<file path="src/rtl/gf_operand_bridge.sv">
// Register bridge between a 32-bit write/read port and a GF(2^163) multiplier core.
// Sequences clear/start/capture of the multiplier and flags a timeout if it never finishes.
module gf_operand_bridge #(
  parameter int TIMEOUT = 200
) (
  input  logic         clk,
  input  logic         rst,
  input  logic         wr_en,
  input  logic [3:0]   wr_addr,
  input  logic [31:0]  wr_data,
  input  logic         go,
  output logic         busy,
  output logic         res_valid,
  output logic         err,
  input  logic [2:0]   rd_addr,
  output logic [31:0]  rd_data,
  output logic         mul_rst,
  output logic         mul_start,
  output logic [162:0] mul_a,
  output logic [162:0] mul_b,
  input  logic [162:0] mul_z,
  input  logic         mul_done
);

  localparam int CNT_W = $clog2(TIMEOUT + 1);

  typedef enum logic [1:0] {
    IDLE,
    CLR,
    RUN
  } state_e;

  state_e             state_q, state_d;
  logic [CNT_W-1:0]   cnt_q, cnt_d;
  logic [162:0]       a_q, a_d;
  logic [162:0]       b_q, b_d;
  logic [162:0]       res_q, res_d;
  logic               res_valid_q, res_valid_d;
  logic               err_q, err_d;
  logic               timeout;
  logic [191:0]       res_ext;

  // Word k occupies bits [32k+31:32k]; word 5 keeps only the low 3 data bits.
  function automatic logic [162:0] put_word(input logic [162:0] v,
                                            input logic [2:0]   k,
                                            input logic [31:0]  d);
    logic [191:0] w;
    w = {29'b0, v};
    w[{k, 5'b0} +: 32] = d;
    return w[162:0];
  endfunction

  // The counter holds the number of RUN cycles already spent, so RUN lasts at most TIMEOUT cycles.
  assign timeout = (cnt_q == CNT_W'(TIMEOUT - 1));

  // NOTE: synchronous reset with non-blocking assignments only; operand and result
  // registers are plain flops and are cleared too, so rd_data/mul_a/mul_b read 0 after reset.
  always_ff @(posedge clk) begin
    if (rst) begin
      state_q     <= IDLE;
      cnt_q       <= '0;
      a_q         <= '0;
      b_q         <= '0;
      res_q       <= '0;
      res_valid_q <= 1'b0;
      err_q       <= 1'b0;
    end else begin
      state_q     <= state_d;
      cnt_q       <= cnt_d;
      a_q         <= a_d;
      b_q         <= b_d;
      res_q       <= res_d;
      res_valid_q <= res_valid_d;
      err_q       <= err_d;
    end
  end

  // NOTE: every combinational output gets a default first, so no path can infer a latch.
  always_comb begin
    state_d = state_q;
    unique case (state_q)
      IDLE:    if (go) state_d = CLR;
      CLR:     state_d = RUN;
      RUN:     if (mul_done || timeout) state_d = IDLE;
      default: state_d = IDLE;
    endcase
  end

  always_comb begin
    a_d         = a_q;
    b_d         = b_q;
    res_d       = res_q;
    res_valid_d = res_valid_q;
    err_d       = err_q;
    cnt_d       = cnt_q;
    case (state_q)
      IDLE: begin
        if (wr_en && (wr_addr[2:0] < 3'd6)) begin
          if (wr_addr[3]) b_d = put_word(b_q, wr_addr[2:0], wr_data);
          else            a_d = put_word(a_q, wr_addr[2:0], wr_data);
        end
        if (go) begin
          res_valid_d = 1'b0;
          err_d       = 1'b0;
          cnt_d       = '0;
        end
      end
      RUN: begin
        cnt_d = cnt_q + CNT_W'(1);
        // A completion in the timeout cycle still counts as success.
        if (mul_done) begin
          res_d       = mul_z;
          res_valid_d = 1'b1;
        end else if (timeout) begin
          err_d = 1'b1;
        end
      end
      default: ;
    endcase
  end

  always_comb begin
    busy      = (state_q != IDLE);
    mul_rst   = rst || (state_q == CLR);
    mul_start = (state_q == RUN);
  end

  assign mul_a     = a_q;
  assign mul_b     = b_q;
  assign res_valid = res_valid_q;
  assign err       = err_q;
  assign res_ext   = {29'b0, res_q};

  always_comb begin
    rd_data = '0;
    if (rd_addr < 3'd6) rd_data = res_ext[{rd_addr, 5'b0} +: 32];
  end

endmodule

</file>
<file path="config.mk">
export PLATFORM = sky130hd
export DESIGN_NAME = gf_operand_bridge
export DESIGN_NICKNAME = d
export VERILOG_FILES = /design/src/rtl/gf_operand_bridge.sv
export SDC_FILE = /design/constraint.sdc
export NUM_CORES = 1
export LEC_CHECK = 0
export CORE_AREA = 2 2 225 227
export DETAILED_ROUTE_END_ITERATION = 7
export DIE_AREA = 0 0 227 229
export MAX_ROUTING_LAYER = met4
export PLACE_DENSITY_LB_ADDON = 0.12
export SLEW_MARGIN = 20
export SYNTH_ARGS = -nofsm -noshare
export SYNTH_HDL_FRONTEND = slang
export SYNTH_SLANG_ARGS = --single-unit
</file>
<file path="constraint.sdc">
create_clock -name clk -period 3.1 [get_ports clk]
set_input_delay 0.62 -clock clk [delete_from_list [all_inputs] [get_ports clk]]
set_output_delay 0.62 -clock clk [all_outputs]
set_load 0.005 [all_outputs]
</file>
==> flow_summary.json <==
{
  "io_buffers": 569,
  "required_ns": 2.48,
  "htree_num_levels": 2,
  "synth_flop_cell": "dfxtp_1",
  "fin_tns_setup_ns": 0,
  "rows": 82,
  "fin_util": 0.573,
  "synth_seq_cells": 501,
  "num-fill-cells": 4588,
  "status": "completed",
  "synth_nets": 2618,
  "netlist_instances": 2404,
  "finalMaxSlewViolations": 0,
  "drv_cap": 0,
  "max-slew-margin-rel": 0.357,
  "ant_nets": 0,
  "hold_viol": 0,
  "final_cells": 3600,
  "clockRootBuffer": "clkbuf_16",
  "period_minus_slack_ns": 3.07,
  "ir_worst_vdd_uv": 365,
  "endpoint": "rd_data[12]",
  "final_nets": 3082,
  "pin_count": 570,
  "core_um2": 49700,
  "cp.depth": 7,
  "crit_fanout": 6,
  "syn_area_um2": 19900,
  "synth_area_per_cell_um2": 8.26,
  "grt.total_usage": 0.285,
  "worst_setup_path_end_kind": "output port",
  "cts_max_path_buffers": 3,
  "via_per_inst": 5.19,
  "crit_type": "in2out",
  "path_delay_family": "buffers and inverters",
  "multi_input_area_um2": 8830,
  "fmax_mhz": 326,
  "num_vias": 18696,
  "startpoint": "rd_addr[1]",
  "hold_path.class": "in2reg",
  "die_w_um": 227,
  "clkLatencyLatePin_ns": 0.59,
  "fin_ws_ns": 0.0306,
  "rrSetupSlack_ns": 0.86,
  "rsz0062_at_grt": "yes",
  "fp.dieH_um": 229,
  "fin_skew_ns": 0.0102,
  "synth_cell_types": 44,
  "finalCritPeriodShare": 0.990,
  "power_mw": 14.4,
  "crit_buf_inv": 5,
  "setup_viol": 0,
  "cts_buffers": 54,
  "grt_max_degree": 206,
  "cts_tree": "built",
  "syn_to_final_growth_pct": 43.3,
  "drive_above_1_share": 0.0752,
  "crit_slowest_cell": "clkdlybuf4s50_1",
  "yosys_warnings": 0,
  "drc": 0,
  "async_flop_share": 0,
  "critPathLaunchType": "input port",
  "worst_hold_slack_ns": 0.429,
  "max_stage_delay_ns": 0.55,
  "r2r_start": "state_q[0]$_SDFFE_PP0P_",
  "start_util": 0.400,
  "dr.pass1.iters": 5,
  "cellLeakagePower_nw": 10.3,
  "ys_seq_area_frac": 0.505,
  "synth-edff-count": 0,
  "drt_wl_total_um": 74500,
  "dp_cells": 3483,
  "cp.arrival_ns": 2.45,
  "grt_pass1_wl_um": 109000,
  "overflow": 0,
  "grt_antenna_before_repair": 17,
  "gp_congestion": 0.886,
  "grt_pass1_vias": 17953,
  "rr_worst_depth": 6,
  "clkSinkCount": 501,
  "power_density_nw_per_um2": 504,
  "r2r-end": "res_q[48]$_SDFFE_PP0P_",
  "wl_per_cell_um": 20.7,
  "dr.first_iter.drc_count": 1471,
  "dp_hpwl_um": 52900,
  "design_area_um2": 28500,
  "regArea_um2": 10000,
  "hold_buffers": 0,
  "place_area_um2": 26500,
  "clk_pin_slew_worst_paths_ns": 0.06,
  "dieArea_um2": 52000,
  "crit_chain": "clkdlybuf4s50_1 -> buf_4 -> buf_4 -> mux4_2 -> inv_1 -> o21ai_0 -> clkdlybuf4s50_1",
  "place_ws_ns": -0.0910,
  "worst_pin_slew_ns": 0.965
}
==> flip-flops by register name, indices dropped and copies added (netlist names) <==
name       cells
state_q        2
res_q        163
mul_a        163
cnt_q          8
mul_b        163
err            1
res_valid      1
==> metal layers <==
metal	wire [um]	vias to the layer above	GRT usage
met1	29800	8899	0.343
li1	-	8935	-
met5	0	-	-
met4	3000	0	0.124
met3	6800	142	0.0777
met2	34900	720	0.447
==> cells in the mapped netlist (6+ instances only) <==
cell      count  share of area
a21oi_1     373          0.094
buf_1        10         0.0019
buf_2        55          0.014
buf_4         8         0.0030
clkbuf_1    155          0.029
dfxtp_1     501           0.51
ha_1          7         0.0044
inv_1        38         0.0072
mux2i_1      71          0.036
mux4_2       32          0.036
nand2_1     683           0.13
nand2b_1    111          0.035
nand3_1     199          0.050
nand3b_1     53          0.020
nor2_1       16         0.0030
nor3_2        6         0.0030
o21ai_0      36         0.0091
or3_1         7         0.0022
==> kinds of logic after synthesis <==
| logic type | synth area share |
|---|---|
| simple gates | 0.253 |
| flops | 0.505 |
| buf+inv | 0.0554 |
| mux | 0.0732 |
| fa+ha+maj | 0.00441 |
| compound gates | 0.109 |
==> worst reg2reg max path, delay by kind of cell, from the launching register on <==
kind	cells	cell delay, ns
and+or+nand+nor	3	0.91
buffers and inverters	2	0.62
DFF	1	0.46
AOI/OAI and AO/OA	1	0.16
==> where the power goes <==
part | internal (mW) | switching (mW)
clock | 4.13 | 2.65
combinational | 0.469 | 0.569
sequential | 6.50 | 0.0350
total | 11.1 | 3.26
==> area by class of cell <==
cell class	instances	area share
Sequential cell	501	0.353
Multi-Input combinational cell	1636	0.310
Timing Repair Buffer	636	0.234
Clock buffer	79	0.0587
Tap cell	672	0.0295
Clock inverter	21	0.00831
Inverter	39	0.00514
Antenna cell	16	0.00141
==> worst min path at each step <==
stage | start | to | cells past startpoint
2_1_floorplan | res_q[128]$_SDFFE_PP0P_ | res_q[128]$_SDFFE_PP0P_ | 2
3_3_place_gp | res_q[130]$_SDFFE_PP0P_ | res_q[130]$_SDFFE_PP0P_ | 2
3_5_place_dp | res_q[88]$_SDFFE_PP0P_ | res_q[88]$_SDFFE_PP0P_ | 2
4_1_cts | rst | mul_b[53]$_SDFFE_PP0P_ | 2
5_1_grt | rst | mul_b[7]$_SDFFE_PP0P_ | 2
6_report | rst | mul_b[47]$_SDFFE_PP0P_ | 2
==> cell usage in the layout, fill, tap and decap left out, drive strengths merged, types with 2 or more instances in the layout <==
cell type,count
nand2,684
o22ai,3
a31oi,2
mux2,2
inv,38
nor2,16
dlymetal6s2s,7
nand3,199
diode,16
mux2i,71
bufinv,5
mux4,32
clkdlybuf4s50,559
a211oi,2
clkbuf,79
clkinv,16
dfxtp,501
o21ai,36
ha,7
o311ai,3
nand3b,53
a22oi,3
or3,8
or4,4
buf,69
nor3b,2
nand2b,111
nor4,4
nor3,10
a21oi,373
==> repair_timing <==
| item | 4_1_cts | 5_1_grt |
|---|---|---|
| endpoints found under the setup margin | 5 | 24 |
| resized for setup | 5 | 15 |
| setup buffers | 0 | 1 |
Note: power is estimated with default switching activity, not from simulation.
